$ cat config.mk
export PLATFORM = sky130hd
export DESIGN_NAME = vga_timing_recovery
export DESIGN_NICKNAME = d
export VERILOG_FILES = /design/src/rtl/vga_timing_pkg.sv /design/src/rtl/vga_axis_tracker.sv /design/src/rtl/vga_timing_recovery.sv
export SDC_FILE = /design/constraint.sdc
export NUM_CORES = 1
export LEC_CHECK = 0
export BUFFER_PORTS_ARGS = -buffer_cell sky130_fd_sc_hd__buf_2
export CORE_MARGIN = 5
export CORE_UTILIZATION = 62
export CTS_CLUSTER_DIAMETER = 40
export CTS_CLUSTER_SIZE = 8
export DETAILED_ROUTE_END_ITERATION = 10
export PLACE_DENSITY_LB_ADDON = 0.2
export RECOVER_POWER = 100
export SKIP_CTS_REPAIR_TIMING = 1
export SLEW_MARGIN = 30
export SYNTH_ARGS = -nofsm -noshare
export SYNTH_HDL_FRONTEND = slang
export SYNTH_SLANG_ARGS = --single-unit
$ cat constraint.sdc
create_clock -name clk -period 7.2 [get_ports clk]
set_clock_uncertainty 0.2 [all_clocks]
set_input_delay 1.08 -clock clk [delete_from_list [all_inputs] [get_ports clk]]
set_output_delay 1.08 -clock clk [all_outputs]
set_load 0.05 [all_outputs]
$ cat src/rtl/vga_timing_pkg.sv
// rtl/vga_timing_pkg.sv - 640x480@60 timing constants and lock-state type shared with the generator
package vga_timing_pkg;
    localparam int unsigned H_ACTIVE     = 640;
    localparam int unsigned H_SYNC_START = 656;
    localparam int unsigned H_SYNC_END   = 752;
    localparam int unsigned H_TOTAL      = 800;
    localparam int unsigned V_ACTIVE     = 480;
    localparam int unsigned V_SYNC_START = 490;
    localparam int unsigned V_SYNC_END   = 492;
    localparam int unsigned V_TOTAL      = 525;
    localparam int unsigned LOCK_FRAMES  = 2;

    typedef enum logic [1:0] {
        SEARCH,
        CHECK,
        LOCKED
    } lock_state_e;
endpackage

$ cat src/rtl/vga_axis_tracker.sv
// rtl/vga_axis_tracker.sv - one timing axis: wrapping position counter resynced by its active-low sync
module vga_axis_tracker #(
    parameter logic [9:0] TOTAL      = 10'(vga_timing_pkg::H_TOTAL),
    parameter logic [9:0] SYNC_START = 10'(vga_timing_pkg::H_SYNC_START),
    parameter logic [9:0] SYNC_END   = 10'(vga_timing_pkg::H_SYNC_END)
) (
    input  logic       clk,
    input  logic       i_rst,
    input  logic       i_step,
    input  logic       i_adv,
    input  logic       i_zero,
    input  logic       i_align,
    input  logic       i_sync,
    output logic [9:0] o_cnt,
    output logic [9:0] o_pred,
    output logic [9:0] o_next,
    output logic       o_wrap,
    output logic       o_fall,
    output logic       o_err
);
    logic [9:0] r_cnt;
    logic       r_prev;
    logic       w_rise;

    assign o_wrap = i_adv && (r_cnt == TOTAL - 10'd1);
    assign o_pred = o_wrap ? 10'd0 : (i_adv ? r_cnt + 10'd1 : r_cnt);
    assign o_fall = r_prev && !i_sync;
    assign w_rise = !r_prev && i_sync;
    // An edge is good only where the free-running count already expects it; i_align adds the other axis.
    assign o_err  = (o_fall && ((o_pred != SYNC_START) || !i_align)) ||
                    (w_rise && ((o_pred != SYNC_END) || !i_align));
    assign o_next = i_zero ? 10'd0 : (o_fall ? SYNC_START : o_pred);
    assign o_cnt  = r_cnt;

    always_ff @(posedge clk or posedge i_rst) begin
        if (i_rst) begin
            r_cnt  <= 10'd0;
            r_prev <= 1'b1;
        end else if (i_step) begin
            r_cnt  <= o_next;
            r_prev <= i_sync;
        end
    end
endmodule

$ cat src/rtl/vga_timing_recovery.sv
// rtl/vga_timing_recovery.sv - recovers x/y/blank and lock status from sampled hsync/vsync
module vga_timing_recovery #(
    parameter int unsigned H_ACTIVE     = vga_timing_pkg::H_ACTIVE,
    parameter int unsigned H_SYNC_START = vga_timing_pkg::H_SYNC_START,
    parameter int unsigned H_SYNC_END   = vga_timing_pkg::H_SYNC_END,
    parameter int unsigned H_TOTAL      = vga_timing_pkg::H_TOTAL,
    parameter int unsigned V_ACTIVE     = vga_timing_pkg::V_ACTIVE,
    parameter int unsigned V_SYNC_START = vga_timing_pkg::V_SYNC_START,
    parameter int unsigned V_SYNC_END   = vga_timing_pkg::V_SYNC_END,
    parameter int unsigned V_TOTAL      = vga_timing_pkg::V_TOTAL,
    parameter int unsigned LOCK_FRAMES  = vga_timing_pkg::LOCK_FRAMES
) (
    input  logic       clk,
    input  logic       reset,
    input  logic       pix_en,
    input  logic       hsync_in,
    input  logic       vsync_in,
    output logic [9:0] x,
    output logic [9:0] y,
    output logic       blank,
    output logic       pix_valid,
    output logic       locked,
    output logic       h_err,
    output logic       v_err
);
    import vga_timing_pkg::*;

    localparam logic [9:0] L_H_ACTIVE = 10'(H_ACTIVE);
    localparam logic [9:0] L_V_ACTIVE = 10'(V_ACTIVE);
    localparam logic [2:0] L_LOCK     = 3'(LOCK_FRAMES);

    logic [9:0]  w_x_pred, w_x_next, w_y_next, w_y_pred_unused;
    logic        w_h_wrap, w_h_fall_unused, w_h_err;
    logic        w_v_wrap_unused, w_v_fall, w_v_err, w_err;
    lock_state_e r_state;
    logic [2:0]  r_count;
    logic        r_blank, r_pix_valid, r_locked, r_h_err, r_v_err;

    // A vsync fall marks line start, so it also forces the horizontal count to zero.
    vga_axis_tracker #(
        .TOTAL(10'(H_TOTAL)), .SYNC_START(10'(H_SYNC_START)), .SYNC_END(10'(H_SYNC_END))
    ) u_h_axis (
        .clk(clk), .i_rst(reset), .i_step(pix_en), .i_adv(1'b1), .i_zero(w_v_fall),
        .i_align(1'b1), .i_sync(hsync_in), .o_cnt(x), .o_pred(w_x_pred), .o_next(w_x_next),
        .o_wrap(w_h_wrap), .o_fall(w_h_fall_unused), .o_err(w_h_err)
    );

    vga_axis_tracker #(
        .TOTAL(10'(V_TOTAL)), .SYNC_START(10'(V_SYNC_START)), .SYNC_END(10'(V_SYNC_END))
    ) u_v_axis (
        .clk(clk), .i_rst(reset), .i_step(pix_en), .i_adv(w_h_wrap), .i_zero(1'b0),
        .i_align(w_x_pred == 10'd0), .i_sync(vsync_in), .o_cnt(y), .o_pred(w_y_pred_unused),
        .o_next(w_y_next), .o_wrap(w_v_wrap_unused), .o_fall(w_v_fall), .o_err(w_v_err)
    );

    assign w_err = w_h_err || w_v_err;

    always_ff @(posedge clk or posedge reset) begin
        if (reset) begin
            r_state     <= SEARCH;
            r_count     <= 3'd0;
            r_blank     <= 1'b0;
            r_pix_valid <= 1'b0;
            r_locked    <= 1'b0;
            r_h_err     <= 1'b0;
            r_v_err     <= 1'b0;
        end else begin
            r_pix_valid <= pix_en;
            r_h_err     <= pix_en && w_h_err;
            r_v_err     <= pix_en && w_v_err;
            if (pix_en) begin
                r_blank <= (w_x_next >= L_H_ACTIVE) || (w_y_next >= L_V_ACTIVE);
                case (r_state)
                    SEARCH: begin
                        // A vsync fall that is itself misplaced does not start the qualification.
                        if (w_v_fall && !w_err) begin
                            r_state <= CHECK;
                            r_count <= 3'd0;
                        end
                    end
                    CHECK: begin
                        if (w_err) begin
                            r_state <= SEARCH;
                            r_count <= 3'd0;
                        end else if (w_v_fall) begin
                            r_count <= r_count + 3'd1;
                            if (r_count + 3'd1 == L_LOCK) begin
                                r_state  <= LOCKED;
                                r_locked <= 1'b1;
                            end
                        end
                    end
                    LOCKED: begin
                        if (w_err) begin
                            r_state  <= SEARCH;
                            r_count  <= 3'd0;
                            r_locked <= 1'b0;
                        end
                    end
                    default: begin
                        r_state  <= SEARCH;
                        r_count  <= 3'd0;
                        r_locked <= 1'b0;
                    end
                endcase
            end
        end
    end

    assign blank     = r_blank;
    assign pix_valid = r_pix_valid;
    assign locked    = r_locked;
    assign h_err     = r_h_err;
    assign v_err     = r_v_err;
endmodule

==> run metrics <==
Clock Tree Root clkbuf_8; overall power 569.4 uW; ANT cells 0; critical path startpoint u_h_axis.o_cnt[0]; GR peak layer met2; Total Wirelength 5574 um; critical-path cell list ha_1 -> nand4_1 -> or4_1 -> or3b_1 -> o21ai_0 -> nand4_1 -> a21oi_1 -> mux2i_1 -> mux2_2; # rows 22; Sum Neg Setup Slack 0 ps; CTS H-tree depth 2; I/O pins 30; Final setup viols 0; CP peak stage delay 700 ps; Die Span X 70.62 um; register bit count reported by yosys 32; Worst Reg-to-Reg Cells 9; final instance area 0.002445 mm^2; die area 0.004987 mm^2; core area 0.003606 mm^2; GP Congestion 0.9501; commonest non-fill, non-tap cell in the layout dfrtp_1; Port Buffers 29; final period utilization 54.97%; Reg clk slew, reported paths 70 ps; most frequent cells in the layout dfrtp_1, nand2_1, clkbuf_1; PwrDens 232.9 mW/mm^2; CTS Buffer Depth 2; sequential fraction of the synthesis area 35.26%; RSZ-0062 raised after global routing false; syn_nets 280; final hold vios 0; DRT Pass-1 Iters 5; crit path capture type flop; global-route track usage on met2 33.78%; ys async rst share 100.0%; hold path cells 2; Post-Syn Area 0.002278 mm^2; Req. time, crit path 7180 ps; Overall Global Routing Usage 22.92%; Hold Crit Class flop to flop; Inserted Clock Buffers 5; Critical Path Fanout Max 8; Sink Count 32; initial core utilization 63.19%; hold_ws 311.1 ps; Synth-to-Final Area Change 7.303%; initial antenna violation count 0; # DRC 0; total congestion overflow 0; met3 GRT Util 4.545%; P_leak 0.9106 nW; crit path kind flop to flop; Skew-Pair Late Insertion Delay 290 ps; Max Freq 252.7 MHz; Nets 294; WHS Endpoint u_h_axis.r_prev; status complete, but fails checks; vias per cell 6.535; warnings from Yosys 0; CP arrival 3940 ps; met1 GRT Util 32.49%; number of routed nets with antenna violations 0; area of placed instances 0.002395 mm^2; dominant synthesized flop cell dfrtp_1; failing checks capacitance limit, slew limit; RR Endpoint r_count[1]; routed len/inst 16.74 um; hpwl dp 3877 um; Slew Limit Fails 33; peak supply drop 0.0001460 V; measured slew at the worst slew-check pin 1645 ps; most frequent CP cell nand4_1; number of global-route vias before repair 1,894; EDFF count, synth 0; die height 70.62 um; RR Startpoint u_h_axis.o_cnt[0]; minimum clock period after layout 3958 ps; synthesized instance count 270; synth unique cells 56; first-pass GRT wire length 9273 um; headroom to the max-slew limit -9.661%; share of layout cells above drive strength 1 8.070%; worst min-delay path startpoint u_h_axis.r_prev; CTS tree yes; DR vias 2,176; Avg Cell Area, Syn 8.439 um^2; r2r setup slk 3240 ps; largest net degree at the start of global routing 33; slowest library cell on the worst path or4_1; Critical Path Start Type flop; max_cap viols 1; Iteration-0 DRC Markers 288
Yosys cell counts (all sizes together) (4+ instances only):
cell | instances | area share [%]
mux2 | 6 | 3.0
o41ai | 4 | 1.5
nand2 | 28 | 4.6
nor3b | 4 | 1.3
nor3 | 5 | 1.1
a31oi | 5 | 1.4
nand3 | 17 | 3.7
nor2 | 10 | 1.6
nor4 | 6 | 1.6
inv | 10 | 1.6
mux2i | 4 | 1.8
o21ai | 22 | 5.0
ha | 5 | 2.7
clkbuf | 21 | 3.5
dfrtp | 30 | 33
nand2b | 6 | 1.6
a21oi | 16 | 4.0
nand4 | 8 | 2.5
xnor2 | 6 | 2.3
xor2 | 4 | 1.5
kinds of logic (layout without fill, tap and decap cells):
group | after synthesis | in the layout | synth area share [%]
simple gates | 105 | 105 | 24.82
compound gates | 75 | 75 | 22.74
buf+inv | 33 | 48 | 5.876
flops | 32 | 32 | 35.26
xor+xnor | 10 | 10 | 3.844
mux | 10 | 10 | 4.723
fa+ha+maj | 5 | 5 | 2.746
flip-flops by register name, indices dropped and copies added (netlist names):
signal           cells
u_h_axis.r_prev      1
r_count              3
u_h_axis.o_cnt      10
r_state              2
u_v_axis.r_prev      1
v_err                1
blank                1
u_v_axis.o_cnt      10
pix_valid            1
locked               1
h_err                1
per-layer routing:
layer | vias to the layer above | wire length, um
met5 | - | 0
met4 | 0 | 132
met3 | 17 | 435
met2 | 110 | 2577
met1 | 1027 | 2428
li1 | 1022 | -
report_power, final:
part	total [mW]	switching, mW	internal [mW]
logic	0.166	0.123	0.0436
registers	0.231	0.0314	0.199
clock network	0.173	0.0704	0.102
total	0.569	0.224	0.345
stage by stage:
| stage | worst slack, ps | instances | utilization, % |
|---|---|---|---|
| 2_1_floorplan | 3397 | 270 | - |
| 3_3_place_gp | 3649 | 325 | 66.41 |
| 3_5_place_dp | 3559 | 325 | 66.41 |
| 4_1_cts | 3539 | 333 | 69.50 |
| 5_1_grt | 2984 | 333 | 67.80 |
| 6_report | 3242 | 333 | 67.80 |
worst max-delay path: cells and delay by family (launching register included):
| kind | cells | cell delay, ps |
|---|---|---|
| AND/OR/NAND/NOR | 4 | 1630 |
| adder cells (fa/ha/maj) | 1 | 360 |
| flip-flops | 1 | 450 |
| AO/OA/AOI/OAI | 2 | 550 |
| multiplexers | 2 | 670 |
final cells by class:
class                   count  area [um^2]
well taps                  48        60.06
fillers                   328         1161
inverters                  10        37.54
clock buffers               5        68.82
flip-flops and latches     32        803.3
multi-input cells         205         1316
clock inverters             3        42.54
repair buffers             30        116.4
worst max path at each step:
| stage | slack [ps] | to | cells after the start |
|---|---|---|---|
| after floorplan | 3400 | r_count[1] | 10 |
| after global placement | 3650 | r_count[1] | 9 |
| after detailed placement | 3560 | r_count[1] | 9 |
| after CTS | 3540 | r_count[1] | 9 |
| after global routing | 2980 | r_state[1] | 9 |
| final | 3240 | r_count[1] | 9 |
No activity file was read; power rests on OpenSTA's default activity.
